--- src/rtl/task3_prog_loader.sv ---
// rtl/task3_prog_loader.sv - instruction memory loader: header/program/checksum stream into CPU instruction RAM
//
// Purpose: accepts a byte stream (length N, N program bytes, 8-bit additive checksum)
//   over a valid/ready handshake and writes the program bytes into the instruction RAM.
//   The CPU is held until a load completes with a matching checksum. A bad header or a
//   bad checksum parks the loader in an error state with the CPU still held.
// Optional feature: define TASK3_LOADER_ZERO_FILL_EN to pad addresses N..DEPTH-1 with
//   8'h00 (NOP) after a good checksum, before the CPU is released.
// Ports:
//   clk, rst_n          clock, synchronous active-low reset
//   s_valid/s_data      input byte stream; s_ready is the loader's accept (Moore)
//   reload              1-cycle pulse, restarts a load from RUN or ERR
//   mem_we/mem_addr/
//   mem_wdata           registered instruction memory write port
//   cpu_hold            1 = CPU held in reset
//   done / err          load verified / load failed
//   count               program bytes written in the current load
module task3_prog_loader #(
  parameter int ADDR_W = 3,
  parameter int DEPTH  = 2**ADDR_W,
  parameter int DATA_W = 8
) (
  input  logic              clk,
  input  logic              rst_n,
  input  logic              s_valid,
  input  logic [DATA_W-1:0] s_data,
  output logic              s_ready,
  input  logic              reload,
  output logic              mem_we,
  output logic [ADDR_W-1:0] mem_addr,
  output logic [DATA_W-1:0] mem_wdata,
  output logic              cpu_hold,
  output logic              done,
  output logic              err,
  output logic [ADDR_W:0]   count
);

  typedef enum logic [2:0] {
    S_IDLE,
    S_LOAD,
    S_CSUM,
    S_FILL,
    S_RUN,
    S_ERR
  } state_t;

`ifdef TASK3_LOADER_ZERO_FILL_EN
  localparam logic [ADDR_W:0] DEPTH_C = (ADDR_W+1)'(DEPTH);
`endif

  state_t            state, state_nx;
  logic [ADDR_W:0]   len, len_nx;
  // One bit wider than mem_addr so it can hold N == DEPTH after the last byte.
  logic [ADDR_W:0]   addr, addr_nx;
  logic [ADDR_W:0]   count_nx;
  logic [DATA_W-1:0] sum, sum_nx;
  logic              we_nx;
  logic [ADDR_W-1:0] maddr_nx;
  logic [DATA_W-1:0] wdata_nx;
  logic              take;

  // Status outputs are decoded from the state so they are valid the cycle after the
  // transition and need no separate reset handling.
  assign s_ready  = (state == S_IDLE) || (state == S_LOAD) || (state == S_CSUM);
  assign done     = (state == S_RUN);
  assign err      = (state == S_ERR);
  assign cpu_hold = (state != S_RUN);
  assign take     = s_valid && s_ready;

  always_comb begin
    state_nx = state;
    len_nx   = len;
    addr_nx  = addr;
    count_nx = count;
    sum_nx   = sum;
    we_nx    = 1'b0;
    maddr_nx = mem_addr;
    wdata_nx = mem_wdata;
    case (state)
      S_IDLE: begin
        if (take) begin
          if ((s_data == '0) || (s_data > DATA_W'(DEPTH))) begin
            state_nx = S_ERR;
          end else begin
            len_nx   = s_data[ADDR_W:0];
            addr_nx  = '0;
            sum_nx   = '0;
            count_nx = '0;
            state_nx = S_LOAD;
          end
        end
      end
      S_LOAD: begin
        if (take) begin
          we_nx    = 1'b1;
          maddr_nx = addr[ADDR_W-1:0];
          wdata_nx = s_data;
          addr_nx  = addr + 1'b1;
          count_nx = count + 1'b1;
          sum_nx   = sum + s_data;
          if ((addr + 1'b1) == len) begin
            state_nx = S_CSUM;
          end
        end
      end
      S_CSUM: begin
        if (take) begin
          if (s_data == sum) begin
`ifdef TASK3_LOADER_ZERO_FILL_EN
            state_nx = (len < DEPTH_C) ? S_FILL : S_RUN;
`else
            state_nx = S_RUN;
`endif
          end else begin
            state_nx = S_ERR;
          end
        end
      end
`ifdef TASK3_LOADER_ZERO_FILL_EN
      S_FILL: begin
        // addr already points at N; pad one NOP per cycle up to the top address.
        we_nx    = 1'b1;
        maddr_nx = addr[ADDR_W-1:0];
        wdata_nx = '0;
        addr_nx  = addr + 1'b1;
        if (addr == (DEPTH_C - 1'b1)) begin
          state_nx = S_RUN;
        end
      end
`endif
      S_RUN, S_ERR: begin
        if (reload) begin
          state_nx = S_IDLE;
          count_nx = '0;
          sum_nx   = '0;
        end
      end
      default: begin
        state_nx = S_ERR;
      end
    endcase
  end

  always_ff @(posedge clk) begin
    if (!rst_n) begin
      state     <= S_IDLE;
      len       <= '0;
      addr      <= '0;
      count     <= '0;
      sum       <= '0;
      mem_we    <= 1'b0;
      mem_addr  <= '0;
      mem_wdata <= '0;
    end else begin
      state     <= state_nx;
      len       <= len_nx;
      addr      <= addr_nx;
      count     <= count_nx;
      sum       <= sum_nx;
      mem_we    <= we_nx;
      mem_addr  <= maddr_nx;
      mem_wdata <= wdata_nx;
    end
  end

endmodule

--- config.mk ---
export PLATFORM = sky130hd
export DESIGN_NAME = task3_prog_loader
export DESIGN_NICKNAME = d
export VERILOG_FILES = /design/src/rtl/task3_prog_loader.sv
export SDC_FILE = /design/constraint.sdc
export NUM_CORES = 1
export LEC_CHECK = 0
export ABC_AREA = 1
export CORE_MARGIN = 2
export CORE_UTILIZATION = 60
export CTS_BUF_LIST = sky130_fd_sc_hd__clkbuf_2 sky130_fd_sc_hd__clkbuf_4 sky130_fd_sc_hd__clkbuf_8
export CTS_CLUSTER_DIAMETER = 30
export DETAILED_ROUTE_END_ITERATION = 8
export DONT_BUFFER_PORTS = 1
export GPL_ROUTABILITY_DRIVEN = 0
export PLACE_DENSITY = 0.78
export SETUP_SLACK_MARGIN = 0.2
export SLEW_MARGIN = 20
export SYNTH_ARGS = -nofsm -noshare
export SYNTH_HDL_FRONTEND = slang
export SYNTH_SLANG_ARGS = --single-unit
--- constraint.sdc ---
create_clock -name clk -period 3.3 [get_ports clk]
set_input_delay 0.825 -clock clk [delete_from_list [all_inputs] [get_ports clk]]
set_output_delay 0.825 -clock clk [all_outputs]
set_load 0.02 [all_outputs]
==> results.toml <==
[status]
outcome = "finished, final reports clean"

[setup_path]
worstPathArrival_ns = 1.52
path_class = "register to output port"
crit_fanout = 6
startpoint_type = "register"
end_kind = "output port"
cp.required_ns = 2.47

[pwr]
cellPowerDensity_nw_per_um2 = 671
finalPower_mw = 1.33
p_leak_nw = 0.908
max-vdd-ir-drop_mv = 0.388

[routing]
drt_iter0_markers = 92
drt-pass1-iter-count = 6
num_vias = 1658
antenna_left = 0
wire_per_inst_um = 12.9
drc_errors = 0
viasPerCell = 5.38
wirelength_um = 3960

[sta]
tightestPinTransition_ns = 0.517
finalSetupTns_ns = 0
finClkSkew_ns = 0.0111
worst_hold_slack_ns = 0.452
max_freq_mhz = 427
hold_viol = 0
finalSetupViolCount = 0
finalWorstSetupSlack_ns = 0.956
drv_slew = 0
relSlewSlack = 0.655
final.min_clock_period_ns = 2.34
grt_setup_unrepaired = "no"
period_share = 0.710

[die]
ios = 32
dieArea_sq_um = 3610
initial_utilization = 0.624
rows = 20
die_x_um = 60.1
die_h_um = 60.1
core_area_sq_um = 3030

[logic_synthesis]
yosysSeqAreaShare = 0.371
ys_ff_latch = 35
synth_cell_types = 36
synth_warnings = 0
synth_nets = 283
syn_area_sq_um = 1890
syn_inst = 261
syn_area_per_cell_sq_um = 7.23

[global_route]
grt.total_usage = 0.231
grt_max_degree = 25
overflow = 0
grt_first_pass_wirelength_um = 6180
antenna_found_initial = 0
grt_pass1_vias = 1406

[cts]
clock-sinks = 35
post_cts_buffers = 0
htreeDepth = 2
insertion_delay_ns = 0.34
cts_tree = "done"
hold_buffers = 0
cts_buffer_depth = 2
post_cts_resize_count = 0
numCtsBuffers = 5
clock-root-buffer = "clkbuf_4"
clk_pin_slew_worst_paths_ns = 0.11

[place]
dpl_cell_area_sq_um = 1930
place_ws_ns = 1.12
hpwl_um = 2960
dp_cells = 301
io_buffers = 0

[finish]
layout-drive-gt1-share = 0.0947
layout.cells.most_common = "nand2_1"
layout_common_cells = "50 x nand2_1, 35 x dfxtp_1, 30 x inv_1"
area_growth_pct = 5.04
fin_util = 0.655
final_nets = 286
diodes = 0
final_cell_area_sq_um = 1980
finalNonFillerCells = 308

[flow_run]
maxCapViolations = 0

[hold_path]
min_path_type = "register to register"
-- path summary, 6_finish.rpt --
kind	slack, ns	cells past startpoint	endpoint	startpoint
min	0.45	2	sum[6]	sum[6]
max reg2reg	1.64	7	sum[6]	sum[0]
min reg2reg	0.45	2	sum[6]	sum[6]
max	0.96	4	cpu_hold	state[1]
-- layout make-up --
type                    instances  area [sq um]
fillers                       270          1040
multi-input cells             184          1020
flip-flops and latches         35           701
inverters                      37           141
well taps                      44          55.1
clock buffers                   6          51.3
repair buffers                  1          7.51
clock inverters                 1          5.00
-- cells by family after synthesis --
| logic type | count (synthesis) | synth area share |
|---|---|---|
| XOR/XNOR | 6 | 0.0278 |
| AND/OR/NAND/NOR | 119 | 0.302 |
| AO/OA/AOI/OAI | 49 | 0.142 |
| flip-flops | 35 | 0.371 |
| buffers and inverters | 42 | 0.0875 |
| adder cells (fa/ha/maj) | 10 | 0.0702 |
-- state kept, by name, indices dropped and copies added (netlist names) --
name and cells:
addr 4, count 4, len 4, mem_addr 3
mem_wdata 8, mem_we 1, state 3, sum 8
-- metal layers --
| metal | GRT usage | part of all wire |
|---|---|---|
| met1 | 0.305 | 0.47 |
| met2 | 0.342 | 0.44 |
| met3 | 0.0823 | 0.074 |
| met4 | 0.0921 | 0.010 |
| met5 | 0 | 0 |
-- report_power, final --
group	leakage (nW)	internal (mW)	switching, mW	total (mW)
Combinational	0.590	0.160	0.325	0.486
Clock	0.0341	0.0987	0.142	0.240
Sequential	0.284	0.498	0.107	0.605
Total	0.908	0.757	0.575	1.33
-- critical path, stage by stage (launching register included) --
cell and delay [ns]:
dfxtp_1 0.40, inv_2 0.14, nand2_2 0.08, nor2_1 0.35
inv_1 0.21
-- synthesized netlist by cell type, drive strengths merged --
master	n	area, sq um
nand2	53	211
inv	36	138
dfxtp	35	701
nor2	24	116
nand3	23	120
a21oi	21	105
o21ai	16	80.1
nand4	10	62.6
ha	9	113
buf	4	18.8
or2	4	27.5
a31oi	3	18.8
o22ai	3	18.8
xnor2	3	26.3
xor2	3	26.3
a211oi	2	15.0
nand3b	2	15.0
nor3	2	10.0
a21boi	1	7.51
a21o	1	7.51
clkbuf	1	5.00
clkinv	1	3.75
fa	1	20.0
nor4	1	6.26
o21bai	1	7.51
o31ai	1	7.51
(Power assumes the default switching activity.)
